### config.mk
export PLATFORM = sky130hd
export DESIGN_NAME = fetch_ctrl_flat
export DESIGN_NICKNAME = d
export VERILOG_FILES = /design/src/rtl/fetch_if.sv /design/src/rtl/fetch_ctrl.sv /design/src/flat_wrapper.sv
export SDC_FILE = /design/constraint.sdc
export NUM_CORES = 1
export LEC_CHECK = 0
export BUFFER_PORTS_ARGS = -buffer_cell sky130_fd_sc_hd__buf_2
export CAP_MARGIN = 40
export CORE_MARGIN = 2
export CORE_UTILIZATION = 47
export CTS_CLUSTER_DIAMETER = 40
export DETAILED_ROUTE_END_ITERATION = 7
export PLACE_DENSITY_LB_ADDON = 0.05
export SLEW_MARGIN = 20
export SYNTH_ARGS = -nofsm -noshare
export SYNTH_HDL_FRONTEND = slang
export SYNTH_SLANG_ARGS = --single-unit
### constraint.sdc
create_clock -name clk -period 8 [get_ports clk]
set_input_delay 1.6 -clock clk [delete_from_list [all_inputs] [get_ports clk]]
set_output_delay 1.6 -clock clk [all_outputs]
set_load 0.03 [all_outputs]
### src/rtl/fetch_if.sv
// Handshake/bus bundle between the fetch sequencer, instmem, hazard unit and IF/ID consumer.
interface fetch_if;
  logic        stall;
  logic        redirect;
  logic [31:0] redirect_pc;
  logic        fault_clr;
  logic [31:0] inst_addr;
  logic [31:0] inst_in;
  logic [31:0] if_inst;
  logic [31:0] if_pc;
  logic [31:0] if_pc4;
  logic        if_valid;
  logic        fault;
  logic [31:0] fault_addr;

  modport master (
    output stall, redirect, redirect_pc, fault_clr, inst_in,
    input  inst_addr, if_inst, if_pc, if_pc4, if_valid, fault, fault_addr
  );

  modport slave (
    input  stall, redirect, redirect_pc, fault_clr, inst_in,
    output inst_addr, if_inst, if_pc, if_pc4, if_valid, fault, fault_addr
  );
endinterface

### src/rtl/fetch_ctrl.sv
// Instruction-fetch sequencer: owns the PC, reads instmem combinationally and fills the IF/ID latch.
// state | meaning
// RUN   | fetching; redirect > stall > bad_pc > sequential fetch
// FAULT | misaligned/out-of-range PC seen; waits for fault_clr
module fetch_ctrl #(
  parameter logic [31:0] RESET_PC = 32'h0000_0000,
  parameter int          NO_INST  = 1024,
  parameter logic [31:0] NOP_INST = 32'h0000_0000
) (
  input  logic   clk,
  input  logic   rst,
  fetch_if.slave bus
);

  typedef enum logic {ST_RUN = 1'b0, ST_FAULT = 1'b1} state_t;

  localparam logic [31:0] LP_NO_INST = 32'(NO_INST);

  state_t      r_state;
  state_t      w_state_nxt;
  logic [31:0] r_pc;
  logic [31:0] r_if_inst;
  logic [31:0] r_if_pc;
  logic [31:0] r_if_pc4;
  logic        r_if_valid;
  logic [31:0] r_fault_addr;
  logic [31:0] w_pc4;
  logic        w_bad_pc;

  assign w_pc4    = r_pc + 32'd4;
  assign w_bad_pc = (r_pc[1:0] != 2'b00) | ({2'b00, r_pc[31:2]} >= LP_NO_INST);

  always_ff @(posedge clk or posedge rst) begin
    if (rst) r_state <= ST_RUN;
    else     r_state <= w_state_nxt;
  end

  always_comb begin
    w_state_nxt = r_state;
    case (r_state)
      ST_RUN:   if (!bus.redirect && !bus.stall && w_bad_pc) w_state_nxt = ST_FAULT;
      ST_FAULT: if (bus.fault_clr) w_state_nxt = ST_RUN;
      default:  w_state_nxt = ST_RUN;
    endcase
  end

  always_comb begin
    bus.inst_addr  = r_pc;
    bus.if_inst    = r_if_inst;
    bus.if_pc      = r_if_pc;
    bus.if_pc4     = r_if_pc4;
    bus.if_valid   = r_if_valid;
    bus.fault      = (r_state == ST_FAULT);
    bus.fault_addr = r_fault_addr;
  end

  // Redirect masks bad_pc: the flushed fetch is never consumed, so it cannot fault.
  always_ff @(posedge clk or posedge rst) begin
    if (rst) begin
      r_pc         <= RESET_PC;
      r_if_inst    <= NOP_INST;
      r_if_pc      <= 32'd0;
      r_if_pc4     <= 32'd0;
      r_if_valid   <= 1'b0;
      r_fault_addr <= 32'd0;
    end else if (r_state == ST_RUN) begin
      if (bus.redirect) begin
        r_pc       <= bus.redirect_pc;
        r_if_inst  <= NOP_INST;
        r_if_valid <= 1'b0;
        r_if_pc    <= r_pc;
        r_if_pc4   <= w_pc4;
      end else if (!bus.stall) begin
        if (w_bad_pc) begin
          r_fault_addr <= r_pc;
          r_if_inst    <= NOP_INST;
          r_if_valid   <= 1'b0;
        end else begin
          r_pc       <= w_pc4;
          r_if_inst  <= bus.inst_in;
          r_if_pc    <= r_pc;
          r_if_pc4   <= w_pc4;
          r_if_valid <= 1'b1;
        end
      end
    end else if (bus.fault_clr) begin
      r_pc <= RESET_PC;
    end
  end

endmodule

### src/flat_wrapper.sv
// flat-port wrapper written by rule: the top's interface ports become plain ports
module fetch_ctrl_flat 
#(
  parameter logic [31:0] RESET_PC = 32'h0000_0000,
  parameter int          NO_INST  = 1024,
  parameter logic [31:0] NOP_INST = 32'h0000_0000
)
  (clk, rst, bus_stall, bus_redirect, bus_redirect_pc, bus_fault_clr, bus_inst_in, bus_inst_addr, bus_if_inst, bus_if_pc, bus_if_pc4, bus_if_valid, bus_fault, bus_fault_addr);
  fetch_if bus_i ();
  input  logic clk;
  input  logic rst;
  input wire logic [$bits(bus_i.stall)-1:0] bus_stall;
  input wire logic [$bits(bus_i.redirect)-1:0] bus_redirect;
  input wire logic [$bits(bus_i.redirect_pc)-1:0] bus_redirect_pc;
  input wire logic [$bits(bus_i.fault_clr)-1:0] bus_fault_clr;
  input wire logic [$bits(bus_i.inst_in)-1:0] bus_inst_in;
  output wire logic [$bits(bus_i.inst_addr)-1:0] bus_inst_addr;
  output wire logic [$bits(bus_i.if_inst)-1:0] bus_if_inst;
  output wire logic [$bits(bus_i.if_pc)-1:0] bus_if_pc;
  output wire logic [$bits(bus_i.if_pc4)-1:0] bus_if_pc4;
  output wire logic [$bits(bus_i.if_valid)-1:0] bus_if_valid;
  output wire logic [$bits(bus_i.fault)-1:0] bus_fault;
  output wire logic [$bits(bus_i.fault_addr)-1:0] bus_fault_addr;
  assign bus_i.stall = bus_stall;
  assign bus_i.redirect = bus_redirect;
  assign bus_i.redirect_pc = bus_redirect_pc;
  assign bus_i.fault_clr = bus_fault_clr;
  assign bus_i.inst_in = bus_inst_in;
  assign bus_inst_addr = bus_i.inst_addr;
  assign bus_if_inst = bus_i.if_inst;
  assign bus_if_pc = bus_i.if_pc;
  assign bus_if_pc4 = bus_i.if_pc4;
  assign bus_if_valid = bus_i.if_valid;
  assign bus_fault = bus_i.fault;
  assign bus_fault_addr = bus_i.fault_addr;
  fetch_ctrl #(.RESET_PC(RESET_PC), .NO_INST(NO_INST), .NOP_INST(NOP_INST)) u_core (.clk(clk), .rst(rst), .bus(bus_i));
endmodule
==> flow_metrics.env <==
export IMPL_hpwl_mm=12.3
export IMPL_cts_tree="done"
export IMPL_max_slew_worst_pin_slew_ns=0.807
export IMPL_ys_seq_area_share_pct=59.8
export IMPL_crit_type="input pin to flop"
export IMPL_post_cts_resized=0
export IMPL_hold_viol=0
export IMPL_die_area_sq_mm=0.0152
export IMPL_wl_per_cell_um=17.8
export IMPL_vdd_drop_max_mv=0.155
export IMPL_clock_path_buffers=2
export IMPL_tns_ns=0
export IMPL_grt_max_degree=77
export IMPL_reg2reg_depth=7
export IMPL_drc=0
export IMPL_core_area_sq_mm=0.0139
export IMPL_slowest_stage="a21boi_4"
export IMPL_clock_latency_ns=0.42
export IMPL_drt_iter0_drc=349
export IMPL_cap_violations=0
export IMPL_wl_mm=17.9
export IMPL_numCtsBuffers=17
export IMPL_gp_congestion=0.745
export IMPL_dp_cells=970
export IMPL_ys_types=43
export IMPL_crit_top_cell="o21ai_0"
export IMPL_drive_gt1_share_pct=38.0
export IMPL_num_antenna_cells=0
export IMPL_grt_pass1_wl_mm=27.4
export IMPL_synth_ff_type="dfrtp_1"
export IMPL_cp_arrival_ns=3.90
export IMPL_die_height_um=123
export IMPL_areaGrowthSynthToFinish_pct=28.8
export IMPL_cts_htree_levels=4
export IMPL_synth_edf_count=0
export IMPL_timing_final_crit_period_ns=3.57
export IMPL_drv_slew=0
export IMPL_slew_headroom_pct=46.0
export IMPL_grt_pass1_vias=5126
export IMPL_start_util_pct=48.3
export IMPL_grt_setup_unrepaired="no"
export IMPL_max_freq_mhz=280
export IMPL_syn_nets=678
export IMPL_postCtsHoldBufs=0
export IMPL_syn_inst=607
export IMPL_crit_path_end_kind="flop"
export IMPL_rows=43
export IMPL_avgSynthCellArea_sq_um=11.0
export IMPL_clk_pin_slew_ns=0.06
export IMPL_pin_count=231
export IMPL_min_path_type="flop to flop"
export IMPL_post_route_period_util_pct=44.6
export IMPL_cts_root_buf="clkbuf_16"
export IMPL_worstSetupStartpointType="input pin"
export IMPL_async_reset_ff_share_pct=100
export IMPL_antenna_found_initial=0
export IMPL_viasPerCell=5.32
export IMPL_netlist_area_sq_mm=0.00670
export IMPL_nets=883
export IMPL_final_setup_skew_ns=0.00767
export IMPL_layout_cells_non_filler=1004
export IMPL_dr_pass1_iters=4
export IMPL_die_w_um=123
export IMPL_setup_violations=0
export IMPL_max_stage_delay_ns=0.76
export IMPL_num_vias=5340
export IMPL_post_cts_buffers=0
export IMPL_synth_seq_cells=160
export IMPL_power_leakage_uw=0.00449
export IMPL_gr_usage_all_layers_pct=23.7
export IMPL_reg2reg_setup_slack_ns=5.07
export IMPL_synth_area_leader_cell="dfrtp_1"
export IMPL_yosys_area_top_type_share_pct=59.8
export IMPL_cts_sinks=160
export IMPL_yosys_top_cells_area="dfrtp_1 (60%), nand2_1 (7.3%), a22o_1 (6.9%)"
export IMPL_yosysWarnings=0
export IMPL_power_density_mw_per_mm2=324
export IMPL_critPathRequiredTime_ns=8.33
export IMPL_antenna_left=0
export IMPL_placement_io_buffers=230
export IMPL_worstHoldPathCells=2
export IMPL_crit_fanout=27
export IMPL_crit_path_cell_trace="buf_2 > nor2b_2 > buf_4 > a21oi_1 > a21boi_4 > o21ai_0 > o21ai_0"
export IMPL_grt_overflow=0
export IMPL_status="finished clean"
==> worst paths after layout <==
kind                                                 startpoint                                  end
max                                                bus_redirect  u_core.bus.inst_addr[7]$_DFFE_PP0P_
min                            u_core.bus.if_pc[29]$_DFFE_PP0P_     u_core.bus.if_pc[29]$_DFFE_PP0P_
max reg2reg                u_core.bus.inst_addr[13]$_DFFE_PP0P_   u_core.bus.if_inst[16]$_DFFE_PP0P_
min reg2reg                    u_core.bus.if_pc[29]$_DFFE_PP0P_     u_core.bus.if_pc[29]$_DFFE_PP0P_
max in group asynchronous                                   rst     u_core.bus.if_pc[14]$_DFFE_PP0P_
min in group asynchronous                                   rst    u_core.bus.if_inst[5]$_DFFE_PP0P_
==> per-layer routing <==
layer / part of all wire [%] / vias to the layer above / global-route usage (%)
met1: 43 / 2609 / 32.7
met2: 48 / 197 / 37.3
met3: 7.1 / 19 / 5.03
met5: 0 / - / 0
met4: 1.5 / 0 / 8.17
li1: - / 2515 / -
==> stage by stage <==
stage                     setup slack [ns]  hold slack (ns)  power, uW  area, sq um  utilization (%)
final                                 4.43            0.466       2790         8620             62.1
after global routing                  4.26            0.491       2930         8620             62.1
after CTS                             4.49            0.471       2810         8570             61.7
after detailed placement              4.03            0.458       1940         7940             57.2
after global placement                3.79            0.449       1920         7880             56.8
after floorplan                       2.08            0.508       1660         6700                -
==> sequential cells by signal, summed over array words and instances, names as in the netlist <==
name / cells
u_core.bus.inst_addr: 32
u_core.bus.if_pc: 30
u_core.bus.if_inst: 32
u_core.bus.fault: 1
u_core.bus.fault_addr: 32
u_core.bus.if_valid: 1
u_core.bus.if_pc4: 32
==> layout by cell type, fill, tap and decap left out, drive strengths merged, types with 18 or more instances in the layout <==
cell    netlist  layout
buf          17     240
nand2       130     130
o21ai        37      37
a22o         53      53
dfrtp       160     160
xor2         18      18
clkbuf       37      21
nor2         21      21
mux2         33      33
==> layout make-up <==
cell class	instances	area (sq um)
Fill cell	1147	5260
Clock inverter	10	184
Timing Repair Buffer	240	1280
Inverter	6	27.5
Multi-Input combinational cell	387	2460
Clock buffer	21	450
Sequential cell	160	4000
Tap cell	180	225
==> cells in the mapped netlist, drive strengths merged, types with 2 or more instances <==
library cell  count
a21o              2
a21oi            14
a22o             53
a32oi             2
and2              4
and3              6
and4              4
buf              17
clkbuf           37
dfrtp           160
ha                2
inv               6
mux2             33
nand2           130
nand3            10
nand4            14
nor2             21
nor3              3
nor3b             3
nor4              6
o21ai            37
or4               3
xnor2            10
xor2             18
==> cells by family (layout without fill, tap and decap cells) <==
kind of cell / count (synthesis) / count (layout) / synth area share (%)
AO/OA/AOI/OAI: 117 / 117 / 12.4
flip-flops: 160 / 160 / 59.8
AND/OR/NAND/NOR: 206 / 206 / 14.0
buffers and inverters: 60 / 277 / 4.05
XOR/XNOR: 28 / 28 / 3.66
adder cells (fa/ha/maj): 2 / 2 / 0.374
multiplexers: 34 / 34 / 5.70
==> report_power, final <==
part,internal [uW],switching [uW],total (uW),leakage [uW]
Clock,560,315,876,0.000304
Combinational,251,555,806,0.00214
Sequential,971,142,1110,0.00205
Total,1780,1010,2790,0.00449
==> worst max-delay path: cells and delay by family <==
| kind | cells | cell delay (ns) |
|---|---|---|
| buffers and inverters | 2 | 0.52 |
| AOI/OAI and AO/OA | 4 | 1.53 |
| and+or+nand+nor | 1 | 0.24 |
(Power assumes the default switching activity.)
